===== src/rtl/roic_scan_pkg.sv =====
// Shared types and helpers for the ROIC pixel scanner: FSM states, scan modes
// and readout-window sanitising.
package roic_scan_pkg;

  typedef enum logic [2:0] {
    ST_IDLE      = 3'd0,
    ST_WAIT_INTG = 3'd1,
    ST_INTG      = 3'd2,
    ST_SCAN      = 3'd3,
    ST_DONE      = 3'd4
  } state_t;

  localparam logic [1:0] MODE_FULL  = 2'd0;
  localparam logic [1:0] MODE_DEC2  = 2'd1;
  localparam logic [1:0] MODE_STARE = 2'd2;

  // Returns the sanitised start (want_end=0) or end (want_end=1) of one axis:
  // the end clamps to n-1, and an inverted window falls back to 0..n-1.
  function automatic int unsigned clamp_window(input int unsigned start,
                                               input int unsigned stop,
                                               input int unsigned n,
                                               input bit          want_end);
    int unsigned hi;
    hi = (stop >= n) ? n - 1 : stop;
    if (start > hi) return want_end ? n - 1 : 0;
    return want_end ? hi : start;
  endfunction

endpackage


===== src/rtl/scan_axis_counter.sv =====
// One scan axis: start/end/step index counter with wrap flag and a registered
// one-hot select that is only driven while the axis is visible.
module scan_axis_counter
  import roic_scan_pkg::*;
#(
  parameter int N = 16,
  parameter int W = $clog2(N)
) (
  input  logic         clk,
  input  logic         i_rst,
  input  logic         i_load,
  input  logic         i_en,
  input  logic         i_step2,
  input  logic [W-1:0] i_start,
  input  logic [W-1:0] i_stop,
  input  logic         i_vis,
  output logic [W-1:0] o_idx,
  output logic [N-1:0] o_onehot,
  output logic         o_last
);

  localparam logic [N-1:0] ONE = 1;

  logic [W-1:0] r_idx;
  logic [W-1:0] w_idx_nxt;
  logic [W:0]   w_stepped;
  logic [N-1:0] r_oh;

  always_comb begin
    w_stepped = {1'b0, r_idx} + (i_step2 ? (W+1)'(2) : (W+1)'(1));
    w_idx_nxt = r_idx;
    if (i_load)    w_idx_nxt = i_start;
    else if (i_en) w_idx_nxt = w_stepped[W-1:0];
  end

  // Last position reached when one more step would pass the window end.
  assign o_last = w_stepped > {1'b0, i_stop};

  always_ff @(posedge clk) begin
    if (i_rst) begin
      r_idx <= '0;
      r_oh  <= '0;
    end else begin
      r_idx <= w_idx_nxt;
      r_oh  <= i_vis ? (ONE << w_idx_nxt) : '0;
    end
  end

  assign o_idx    = r_idx;
  assign o_onehot = r_oh;

endmodule


===== src/rtl/roic_pixel_scanner.sv =====
// ROWS x COLS ROIC row/column select sequencer: frame handshake FSM, settle and
// dwell timing, windowed/decimated/stare scan, ADC stall and sample strobe.
module roic_pixel_scanner
  import roic_scan_pkg::*;
#(
  parameter int ROWS       = 16,
  parameter int COLS       = 16,
  parameter int DWELL      = 3,
  parameter int ROW_SETTLE = 1,
  parameter int RW         = $clog2(ROWS),
  parameter int CW         = $clog2(COLS)
) (
  input  logic            clk,
  input  logic            master_rst,
  input  logic            fsync,
  input  logic            intg,
  input  logic [1:0]      mode,
  input  logic [RW-1:0]   win_r0,
  input  logic [RW-1:0]   win_r1,
  input  logic [CW-1:0]   win_c0,
  input  logic [CW-1:0]   win_c1,
  input  logic            adc_busy,
  output logic [ROWS-1:0] row,
  output logic [COLS-1:0] col,
  output logic            pix_valid,
  output logic [RW-1:0]   row_idx,
  output logic [CW-1:0]   col_idx,
  output logic            frame_done,
  output logic [2:0]      state
);

  localparam int CMAX = (DWELL > ROW_SETTLE) ? DWELL : ROW_SETTLE;
  localparam int CNTW = $clog2(CMAX + 1);
  localparam logic [CNTW-1:0] DWELL_LAST  = CNTW'(DWELL - 1);
  localparam logic [CNTW-1:0] SETTLE_LAST = CNTW'((ROW_SETTLE > 0) ? ROW_SETTLE - 1 : 0);
  localparam logic PIX_ON_ENTRY = (DWELL == 1);

  state_t          r_state, w_state_nxt;
  logic [CNTW-1:0] r_cnt, w_cnt_nxt, w_cnt_inc;
  logic            r_settle, w_settle_nxt;
  logic            r_pix, w_pix_nxt;
  logic            r_done, w_done_nxt;
  logic [RW-1:0]   r_r0, r_r1;
  logic [CW-1:0]   r_c0, r_c1;
  logic            r_dec2, r_stare;
  logic            w_row_load, w_row_en, w_row_vis, w_row_last;
  logic            w_col_load, w_col_en, w_col_vis, w_col_last;

  assign w_cnt_inc = r_cnt + CNTW'(1);

  always_comb begin
    w_state_nxt  = r_state;
    w_cnt_nxt    = r_cnt;
    w_settle_nxt = r_settle;
    w_pix_nxt    = 1'b0;
    w_done_nxt   = 1'b0;
    w_row_load   = 1'b0;
    w_row_en     = 1'b0;
    w_row_vis    = 1'b0;
    w_col_load   = 1'b0;
    w_col_en     = 1'b0;
    w_col_vis    = 1'b0;

    case (r_state)
      ST_IDLE:      if (fsync) w_state_nxt = ST_WAIT_INTG;
      ST_WAIT_INTG: if (intg)  w_state_nxt = ST_INTG;
      ST_INTG: begin
        if (!intg) begin
          w_state_nxt = ST_SCAN;
          w_row_load  = 1'b1;
          w_col_load  = 1'b1;
          w_row_vis   = 1'b1;
          w_cnt_nxt   = '0;
          if (ROW_SETTLE > 0) begin
            w_settle_nxt = 1'b1;
          end else begin
            w_settle_nxt = 1'b0;
            w_col_vis    = 1'b1;
            w_pix_nxt    = PIX_ON_ENTRY;
          end
        end
      end
      ST_SCAN: begin
        // A stalled cycle keeps every register and visibility as it is.
        w_row_vis = 1'b1;
        w_col_vis = !r_settle;
        if (!adc_busy) begin
          if (r_settle) begin
            if (r_cnt == SETTLE_LAST) begin
              w_settle_nxt = 1'b0;
              w_cnt_nxt    = '0;
              w_col_vis    = 1'b1;
              w_pix_nxt    = PIX_ON_ENTRY;
            end else begin
              w_cnt_nxt = w_cnt_inc;
            end
          end else if (r_cnt != DWELL_LAST) begin
            w_cnt_nxt = w_cnt_inc;
            w_pix_nxt = (w_cnt_inc == DWELL_LAST);
          end else if (r_stare) begin
            w_cnt_nxt = '0;
            w_pix_nxt = PIX_ON_ENTRY;
          end else if (!w_col_last) begin
            w_col_en  = 1'b1;
            w_cnt_nxt = '0;
            w_pix_nxt = PIX_ON_ENTRY;
          end else if (!w_row_last) begin
            w_row_en   = 1'b1;
            w_col_load = 1'b1;
            w_cnt_nxt  = '0;
            if (ROW_SETTLE > 0) begin
              w_settle_nxt = 1'b1;
              w_col_vis    = 1'b0;
            end else begin
              w_pix_nxt = PIX_ON_ENTRY;
            end
          end else begin
            w_state_nxt = ST_DONE;
            w_row_vis   = 1'b0;
            w_col_vis   = 1'b0;
            w_done_nxt  = 1'b1;
          end
        end
      end
      ST_DONE: w_state_nxt = ST_IDLE;
      default: w_state_nxt = ST_IDLE;
    endcase

    // fsync restarts the handshake from any state and beats a final pixel.
    if (fsync) begin
      w_state_nxt = ST_WAIT_INTG;
      w_row_load  = 1'b0;
      w_row_en    = 1'b0;
      w_col_load  = 1'b0;
      w_col_en    = 1'b0;
      w_row_vis   = 1'b0;
      w_col_vis   = 1'b0;
      w_pix_nxt   = 1'b0;
      w_done_nxt  = 1'b0;
    end
  end

  always_ff @(posedge clk) begin
    if (master_rst) begin
      r_state  <= ST_IDLE;
      r_cnt    <= '0;
      r_settle <= 1'b0;
      r_pix    <= 1'b0;
      r_done   <= 1'b0;
      r_r0     <= '0;
      r_r1     <= '0;
      r_c0     <= '0;
      r_c1     <= '0;
      r_dec2   <= 1'b0;
      r_stare  <= 1'b0;
    end else begin
      r_state  <= w_state_nxt;
      r_cnt    <= w_cnt_nxt;
      r_settle <= w_settle_nxt;
      r_pix    <= w_pix_nxt;
      r_done   <= w_done_nxt;
      if (fsync) begin
        r_r0 <= RW'(clamp_window(32'(win_r0), 32'(win_r1), ROWS, 1'b0));
        r_r1 <= RW'(clamp_window(32'(win_r0), 32'(win_r1), ROWS, 1'b1));
        r_c0 <= CW'(clamp_window(32'(win_c0), 32'(win_c1), COLS, 1'b0));
        r_c1 <= CW'(clamp_window(32'(win_c0), 32'(win_c1), COLS, 1'b1));
        case (mode)
          MODE_DEC2:  begin r_dec2 <= 1'b1; r_stare <= 1'b0; end
          MODE_STARE: begin r_dec2 <= 1'b0; r_stare <= 1'b1; end
          MODE_FULL:  begin r_dec2 <= 1'b0; r_stare <= 1'b0; end
          default:    begin r_dec2 <= 1'b0; r_stare <= 1'b0; end
        endcase
      end
    end
  end

  scan_axis_counter #(.N(ROWS), .W(RW)) u_row_axis (
    .clk      (clk),
    .i_rst    (master_rst),
    .i_load   (w_row_load),
    .i_en     (w_row_en),
    .i_step2  (r_dec2),
    .i_start  (r_r0),
    .i_stop   (r_r1),
    .i_vis    (w_row_vis),
    .o_idx    (row_idx),
    .o_onehot (row),
    .o_last   (w_row_last)
  );

  scan_axis_counter #(.N(COLS), .W(CW)) u_col_axis (
    .clk      (clk),
    .i_rst    (master_rst),
    .i_load   (w_col_load),
    .i_en     (w_col_en),
    .i_step2  (r_dec2),
    .i_start  (r_c0),
    .i_stop   (r_c1),
    .i_vis    (w_col_vis),
    .o_idx    (col_idx),
    .o_onehot (col),
    .o_last   (w_col_last)
  );

  assign pix_valid  = r_pix;
  assign frame_done = r_done;
  assign state      = r_state;

endmodule


===== config.mk =====
export PLATFORM = sky130hd
export DESIGN_NAME = roic_pixel_scanner
export DESIGN_NICKNAME = d
export VERILOG_FILES = /design/src/rtl/roic_scan_pkg.sv /design/src/rtl/scan_axis_counter.sv /design/src/rtl/roic_pixel_scanner.sv
export SDC_FILE = /design/constraint.sdc
export NUM_CORES = 1
export LEC_CHECK = 0
export CAP_MARGIN = 20
export CORE_MARGIN = 2
export CORE_UTILIZATION = 40
export CTS_CLUSTER_DIAMETER = 60
export DETAILED_ROUTE_END_ITERATION = 16
export PLACE_DENSITY = 0.67
export SLEW_MARGIN = 20
export SYNTH_ARGS = -nofsm -noshare
export SYNTH_HDL_FRONTEND = slang
export SYNTH_SLANG_ARGS = --single-unit

===== constraint.sdc =====
create_clock -name clk -period 7.84 [get_ports clk]
set_input_delay 1.96 -clock clk [delete_from_list [all_inputs] [get_ports clk]]
set_output_delay 1.96 -clock clk [all_outputs]
set_load 0.1 [all_outputs]

==> results_dict.tcl, run 1 <==
set metrics [dict create \
    cts_tree "done" \
    cp-end-kind "flop" \
    syn_area_um2 3117 \
    coreArea_um2 7647 \
    start_kind "input pin" \
    crit_family "simple AND/OR/NAND/NOR gates" \
    async_flop_share_pct 0 \
    drtAntennaViolNets 0 \
    antenna_found_initial 0 \
    vdd_drop_max_mv 0.07921 \
    r2r_slack_ps 4040 \
    cp.required_ps 8070 \
    fp.dieH_um 92.27 \
    firstDrtPassIters 5 \
    vias_per_cell 5.054 \
    hold_class "flop to flop" \
    totalWireLength_mm 6.852 \
    syn_area_per_cell_um2 9.060 \
    ctsHoldBuffers 0 \
    io_pins 68 \
    hold_viol 0 \
    area_growth_pct 32.40 \
    cts_root_buf "clkbuf_8" \
    place_inst 506 \
    ys_types 51 \
    syn_inst 344 \
    yosysWarnings 0 \
    clk_latency_ps 340 \
    drv_slew 0 \
    grt_use_total_pct 16.80 \
    rsz0062_at_grt "no" \
    rows 32 \
    crit_type "input pin to flop" \
    numCtsBuffers 9 \
    setup_viol 0 \
    cap_violations 0 \
    synth_edf_count 0 \
    cp.arrival_ps 4680 \
    final_common_cell "clkdlybuf4s50_1" \
    fin_util_pct 53.96 \
    synth_nets 395 \
    path_cells "clkdlybuf4s50_1, or4b_4, or3_1, a211oi_1, mux2_2, mux2i_1, nand2b_1, nor2_1" \
    powerDensity_nw_per_um2 185.4 \
    gp_congestion 0.8531 \
    setup_tns_ps 0 \
    postCtsSetupBuffers 0 \
    synth_ff_type "dfxtp_1" \
    grt_pass1_vias 2459 \
    cts.clk_slew.worst_paths_ps 70 \
    relSlewSlack_pct 34.30 \
    leakagePower_nw 1.672 \
    slowest_stage "or4b_4" \
    path_buf_inv 1 \
    fin_crit_sh_pct 56.80 \
    hpwl_mm 5.180 \
    cts.path.max_buffers 2 \
    synth-seq-cells 66 \
    clock-sinks 66 \
    fin_crit_ps 4453 \
    status "completed" \
    worst_slew_pin_slew_ps 982.4 \
    final_cell_mix "67 x clkdlybuf4s50_1, 66 x dfxtp_1, 59 x nor2_1" \
    cts_htree_levels 3 \
    fin_nets 466 \
    critPathMaxFanout 6 \
    die-area_um2 8514 \
    wl_per_cell_um 13.13 \
    grt_remaining_overflow 0 \
    die_w_um 92.27 \
    grt_first_pass_wirelength_mm 11.41 \
    max_freq_mhz 224.6 \
    cpPeakStageDelay_ps 540 \
    numPortBuffers 67 \
    num_antenna_cells 0 \
    grt_max_degree 29 \
    cts_resized 0 \
    drc 0 \
    ys_seq_area_share_pct 42.39 \
    fin_cells 522 \
    vias 2638 \
    final_layout_size_suffix_gt1_share_pct 6.905 \
    fin_skew_ps 6.099 \
    initial_core_util_pct 40.76 \
    first_iter_violations 125 \
]
cell usage after synthesis (all sizes together) (2+ instances only):
cell     number  share of area [%]
inv          26                3.1
o211ai        3               0.72
xor2          2               0.56
a22o          8                2.2
or2           3               0.60
a21oi        12                1.9
nand3b        4               0.96
o31ai         4               0.96
or3           5                1.0
nand2b       11                2.2
mux2i         6                2.0
dfxtp        66                 42
ha           26                 10
nand4         3               0.60
nand2        13                1.6
or4           2               0.60
nor3          5               0.80
fa            2                1.3
o21ai        13                2.1
and2          3               0.60
o2111ai       4                1.1
and3          2               0.40
nand3         8                1.3
nor2         59                7.1
clkbuf        7               0.84
or4b          3                1.2
and4          2               0.56
nor2b         5                1.0
a31oi         6                1.2
a21o          4               0.96
a211oi       10                2.6
mux2          3                1.2
cells by family after synthesis:
family | after synthesis | synth area share [%]
simple gates | 135 | 22.36
compound gates | 68 | 14.97
flops | 66 | 42.39
buf+inv | 35 | 4.456
fa+ha+maj | 28 | 11.72
mux | 9 | 3.251
xor+xnor | 3 | 0.8432
worst reg2reg max path: cells and delay by family, from the launching register on:
kind | cells | cell delay [ps]
flip-flops | 1 | 490
buffers and inverters | 1 | 120
XOR/XNOR | 1 | 190
AO/OA/AOI/OAI | 2 | 740
AND/OR/NAND/NOR | 5 | 1240
adder cells (fa/ha/maj) | 3 | 960
path summary, 6_finish.rpt:
path | from | endpoint | depth (start not counted)
worst min register to register | r_r1[1] | r_r1[1] | 2
worst max register to register | r_dec2 | u_col_axis.o_onehot[4] | 12
worst min-delay path | r_r1[1] | r_r1[1] | 2
worst max-delay path | adc_busy | u_col_axis.o_onehot[1] | 8
power by group:
part / switching [mW] / internal (mW) / total, mW / leakage (nW)
registers: 0.00563 / 0.342 / 0.348 / 0.535
clock network: 0.133 / 0.212 / 0.345 / 0.113
logic: 0.0414 / 0.0305 / 0.0718 / 1.02
total: 0.180 / 0.585 / 0.765 / 1.67
flip-flops by register name, summed over array words and instances (netlist names):
signal,cells
r_stare,1
r_c1,4
frame_done,1
r_cnt,2
r_settle,1
u_col_axis.o_onehot,16
r_r0,4
state,3
r_c0,4
pix_valid,1
u_row_axis.o_onehot,16
u_row_axis.o_idx,4
r_dec2,1
r_r1,4
u_col_axis.o_idx,4
final cells by class:
class | instances | area, um^2
fillers | 717 | 3521
multi-input cells | 243 | 1657
flip-flops and latches | 66 | 1321
repair buffers | 68 | 678.2
clock buffers | 10 | 127.6
well taps | 102 | 127.6
clock inverters | 6 | 113.9
inverters | 27 | 101.3
routing by layer:
metal	vias up	track usage (%)	share of wire, %
met5	-	0	0
met4	0	4.975	0.80
met3	4	4.766	5.1
met2	78	27.21	46
met1	1201	21.84	48
li1	1355	-	-
through the flow:
| step | hold slack (ps) | area, um^2 | setup slack (ps) | power [mW] |
|---|---|---|---|---|
| after floorplan | 445.3 | 3117 | 3750 | 0.4008 |
| after global placement | 468.8 | 3885 | 3140 | 0.4258 |
| after detailed placement | 464.6 | 3885 | 3090 | 0.4272 |
| after CTS | 481.6 | 4126 | 3447 | 0.7726 |
| after global routing | 501.0 | 4126 | 3293 | 0.7988 |
| final | 480.6 | 4126 | 3387 | 0.7650 |
(Power assumes the default switching activity.)
==> inputs of run 2 (changes only) <==
Clock period 7.84 ns to 4.4 ns, I/O delays scaled along.
==> run 2 against run 1 <==
Register-to-register slack worse by 3500 ps; highest routed layer unchanged; critical path depth up 4; combinational power up 84%; die area unchanged; utilization up 0.31 points; power up 78%; clock power up 77%.
==> results_dict.tcl, run 2 (synthesis results as in run 1) <==
set metrics [dict create \
    area_growth_pct 33.16 \
    final_common_cell "clkdlybuf4s50_1" \
    cp.required_ps 4670 \
    fin_crit_ps 3874 \
    setup_viol 0 \
    critPathMaxFanout 10 \
    hpwl_mm 5.308 \
    numPortBuffers 67 \
    fin_nets 469 \
    die-area_um2 8514 \
    slowest_stage "or4_4" \
    postCtsSetupBuffers 0 \
    start_kind "flop" \
    die_w_um 92.27 \
    cts.clk_slew.worst_paths_ps 70 \
    gp_congestion 0.8756 \
    antenna_found_initial 0 \
    final_layout_size_suffix_gt1_share_pct 7.565 \
    cts_tree "done" \
    drc 0 \
    relSlewSlack_pct 34.38 \
    rows 32 \
    cap_violations 0 \
    crit_type "flop to flop" \
    cts_resized 0 \
    leakagePower_nw 1.691 \
    num_antenna_cells 0 \
    totalWireLength_mm 6.961 \
    hold_slack_ps 481.0 \
    firstDrtPassIters 5 \
    cts.path.max_buffers 2 \
    grt_use_total_pct 17.23 \
    ctsHoldBuffers 0 \
    crit_top_cell "ha_1" \
    powerDensity_nw_per_um2 328.5 \
    grt_max_degree 28 \
    max_freq_mhz 258.1 \
    cpPeakStageDelay_ps 610 \
    grt_pass1_vias 2577 \
    cts_root_buf "clkbuf_8" \
    cts_htree_levels 3 \
    drv_slew 0 \
    status "completed" \
    wl_per_cell_um 13.26 \
    coreArea_um2 7647 \
    grt_remaining_overflow 0 \
    io_pins 68 \
    hold_viol 0 \
    drtAntennaViolNets 0 \
    initial_core_util_pct 40.76 \
    first_iter_violations 141 \
    cp.arrival_ps 4140 \
    setup_tns_ps 0 \
    final_cell_mix "67 x clkdlybuf4s50_1, 66 x dfxtp_1, 59 x nor2_1" \
    grt_first_pass_wirelength_mm 11.77 \
    rsz0062_at_grt "no" \
    fp.dieH_um 92.27 \
    vdd_drop_max_mv 0.1525 \
    cp-end-kind "flop" \
    hold_class "flop to flop" \
    path_cells "inv_1, ha_1, fa_1, xor2_1, ha_1, nand4b_1, nand3_1, a21oi_1, or2_2, o211ai_1, or4_4, nor2_1" \
    vias_per_cell 5.074 \
    vias 2664 \
    clock-sinks 66 \
    fin_skew_ps 5.771 \
    fin_crit_sh_pct 88.05 \
    worst_slew_pin_slew_ps 981.3 \
    numCtsBuffers 9 \
    clk_latency_ps 340 \
]
## run 2: worst paths after layout
check,slack [ps],depth (start not counted),endpoint,startpoint
setup / recovery,530,12,u_col_axis.o_onehot[6],r_dec2
hold / removal,480,2,r_r1[3],r_r1[3]
setup reg to reg,530,12,u_col_axis.o_onehot[6],r_dec2
hold reg to reg,480,2,r_r1[3],r_r1[3]
## run 2: report_power, final
part	internal (mW)	switching [mW]	total [mW]	leakage, nW
logic	0.0563	0.0754	0.132	1.04
clock network	0.378	0.233	0.611	0.117
registers	0.610	0.0101	0.620	0.535
total	1.04	0.318	1.36	1.69
## run 2: cell type report
type	count	area [um^2]
well taps	102	127.6
clock inverters	6	115.1
fillers	714	3497
repair buffers	71	700.7
inverters	27	101.3
flip-flops and latches	66	1321
clock buffers	10	127.6
multi-input cells	243	1657
## run 2: critical path, delay by kind of cell, from the launching register on
family,cells,cell delay (ps)
AO/OA/AOI/OAI,2,760
XOR/XNOR,1,180
adder cells (fa/ha/maj),3,950
flip-flops,1,500
AND/OR/NAND/NOR,5,1290
buffers and inverters,1,110
## run 2: per-layer routing
metal / global-route usage [%] / vias up / share of wire (%)
li1: - / 1351 / -
met1: 21.56 / 1232 / 48
met2: 28.80 / 70 / 46
met3: 4.766 / 11 / 4.6
met4: 5.473 / 0 / 1.7
met5: 0 / - / 0
## run 2: metrics by stage
stage	utilization [%]	cells	area, um^2	setup WS, ps	power [mW]
4_1_cts	54.27	525	4150	533.1	1.378
2_1_floorplan	-	344	3117	575.9	0.7141
5_1_grt	54.27	525	4150	303.2	1.427
3_5_place_dp	51.10	509	3908	498.6	0.7645
3_3_place_gp	51.10	509	3908	561.6	0.7611
6_report	54.27	525	4150	525.6	1.363
==> inputs of run 3 (changes only) <==
Settings changed: CTS_BUF_LIST set to sky130_fd_sc_hd__clkbuf_8.
==> run 3 against run 2 <==
Largest power group unchanged; utilization unchanged; final area unchanged; combinational power about the same; non-clock buffer count unchanged; flip-flop and latch count unchanged; critical path type unchanged; highest routed layer unchanged; sequential power about the same; fmax about the same; clock skew unchanged; clock power about the same; clock-buffer cell count down 1.
==> results_dict.tcl, run 3 (synthesis results as in run 1) <==
set metrics [dict create \
    r2r_slack_ps 530 \
    min_path_cells 2 \
    reg2reg_depth 12 \
    cp-end-kind "flop" \
    cp.arrival_ps 4140 \
    setup_viol 0 \
    start_kind "flop" \
    die_w_um 92.27 \
    fillers 714 \
    firstDrtPassIters 5 \
    hpwl_mm 5.308 \
    coreArea_um2 7647 \
    max_freq_mhz 258.1 \
    final_cell_mix "67 x clkdlybuf4s50_1, 66 x dfxtp_1, 59 x nor2_1" \
    vias 2664 \
    clock-sinks 66 \
    register_area_um2 1321 \
    place_inst 509 \
    initial_core_util_pct 40.76 \
    cpPeakStageDelay_ps 610 \
    wl_per_cell_um 13.26 \
    area_growth_pct 33.16 \
    worst_slack_ps 525.4 \
    fin_nets 469 \
    path_cells "inv_1, ha_1, fa_1, xor2_1, ha_1, nand4b_1, nand3_1, a21oi_1, or2_2, o211ai_1, or4_4, nor2_1" \
    powerDensity_nw_per_um2 328.0 \
    fin_cells 525 \
    postCtsSetupBuffers 0 \
    crit_family "simple AND/OR/NAND/NOR gates" \
    io_pins 68 \
    cp.required_ps 4670 \
    status "completed" \
    highest_layer "met4" \
    cts.clk_slew.worst_paths_ps 70 \
    post-place-ws_ps 498.6 \
    fp.dieH_um 92.27 \
    leakagePower_nw 1.695 \
    vdd_drop_max_mv 0.1525 \
    ctsHoldBuffers 0 \
    critPathMaxFanout 10 \
    setup_tns_ps 0 \
    final_common_cell "clkdlybuf4s50_1" \
    crit_top_cell "ha_1" \
    first_iter_violations 141 \
    wl_met3_um 323 \
    rr_endpoint "u_col_axis.o_onehot[6]" \
    cts_root_buf "clkbuf_8" \
    grt_use_total_pct 17.23 \
    min-delay-start "r_r1[3]" \
    clk_latency_ps 340 \
    grt_max_degree 28 \
    drc 0 \
    fin_crit_ps 3875 \
    drtAntennaViolNets 0 \
    rows 32 \
    grt_first_pass_wirelength_mm 11.77 \
    hold_class "flop to flop" \
    r2r_start "r_dec2" \
    cts_htree_levels 3 \
    final_layout_size_suffix_gt1_share_pct 7.565 \
    min_to "r_r1[3]" \
    die-area_um2 8514 \
    path_buf_inv 1 \
    multi_input_area_um2 1657 \
    wl_met2_mm 3.207 \
    cts_tree "done" \
    rsz0062_at_grt "no" \
    fin_skew_ps 5.771 \
    antenna_found_initial 0 \
    wl_met1_mm 3.312 \
    cts_resized 0 \
    vias_per_cell 5.074 \
    crit_type "flop to flop" \
    num_antenna_cells 0 \
    numPortBuffers 67 \
    fin_crit_sh_pct 88.06 \
    totalWireLength_mm 6.961 \
    gp_congestion 0.8756 \
    numCtsBuffers 9 \
    worst_slew_pin_slew_ps 981.3 \
    hold_viol 0 \
    drv_slew 0 \
    grt_pass1_vias 2577 \
    cts.path.max_buffers 2 \
    grt_remaining_overflow 0 \
    relSlewSlack_pct 34.38 \
    cap_violations 0 \
    slowest_stage "or4_4" \
]
## run 3: cell types whose count changed in the layout (fill, tap and decap cells not counted), sizes merged
cell | previous run | this run
clkbuf | 10 | 9
inv | 26 | 27
## run 3: stage by stage
stage | power [mW] | cell area [um^2] | utilization [%] | hold WS [ps]
finish | 1.361 | 4150 | 54.27 | 481.0
global route | 1.425 | 4150 | 54.27 | 501.3
CTS | 1.376 | 4150 | 54.27 | 484.9
detailed placement | 0.7645 | 3908 | 51.10 | 470.2
global placement | 0.7611 | 3908 | 51.10 | 468.3
floorplan | 0.7141 | 3117 | - | 445.3
## run 3: how the worst max path moves through the flow
stage / cells after the start / endpoint / from
3_3_place_gp: 8 / u_row_axis.o_onehot[10] / adc_busy
2_1_floorplan: 12 / u_col_axis.o_onehot[4] / u_col_axis.o_idx[1]
5_1_grt: 11 / u_col_axis.o_onehot[6] / r_dec2
3_5_place_dp: 8 / u_row_axis.o_onehot[9] / adc_busy
4_1_cts: 12 / u_col_axis.o_onehot[6] / r_dec2
6_report: 12 / u_col_axis.o_onehot[6] / r_dec2
## run 3: layer usage
metal	global-route usage, %	vias up
met4	5.473	0
met1	21.56	1232
met5	0	-
met2	28.80	70
li1	-	1351
met3	4.766	11
## run 3: worst reg2reg max path, cell delays in order, from the launching register on
cell	delay, ps
dfxtp_1	500
inv_1	110
ha_1	220
fa_1	410
xor2_1	180
ha_1	320
nand4b_1	110
nand3_1	160
a21oi_1	560
or2_2	280
o211ai_1	210
or4_4	610
nor2_1	130
## run 3: final cells by class
| class | count | share of cell area (%) |
|---|---|---|
| flip-flops and latches | 66 | 31.84 |
| well taps | 102 | 3.075 |
| repair buffers | 71 | 16.88 |
| clock inverters | 7 | 2.864 |
| inverters | 27 | 2.442 |
| multi-input cells | 243 | 39.92 |
| clock buffers | 9 | 2.985 |
## run 3: report_power, final
| part | internal, mW | switching [mW] |
|---|---|---|
| Sequential | 0.610 | 0.0101 |
| Combinational | 0.0563 | 0.0754 |
| Clock | 0.376 | 0.233 |
| Total | 1.04 | 0.319 |
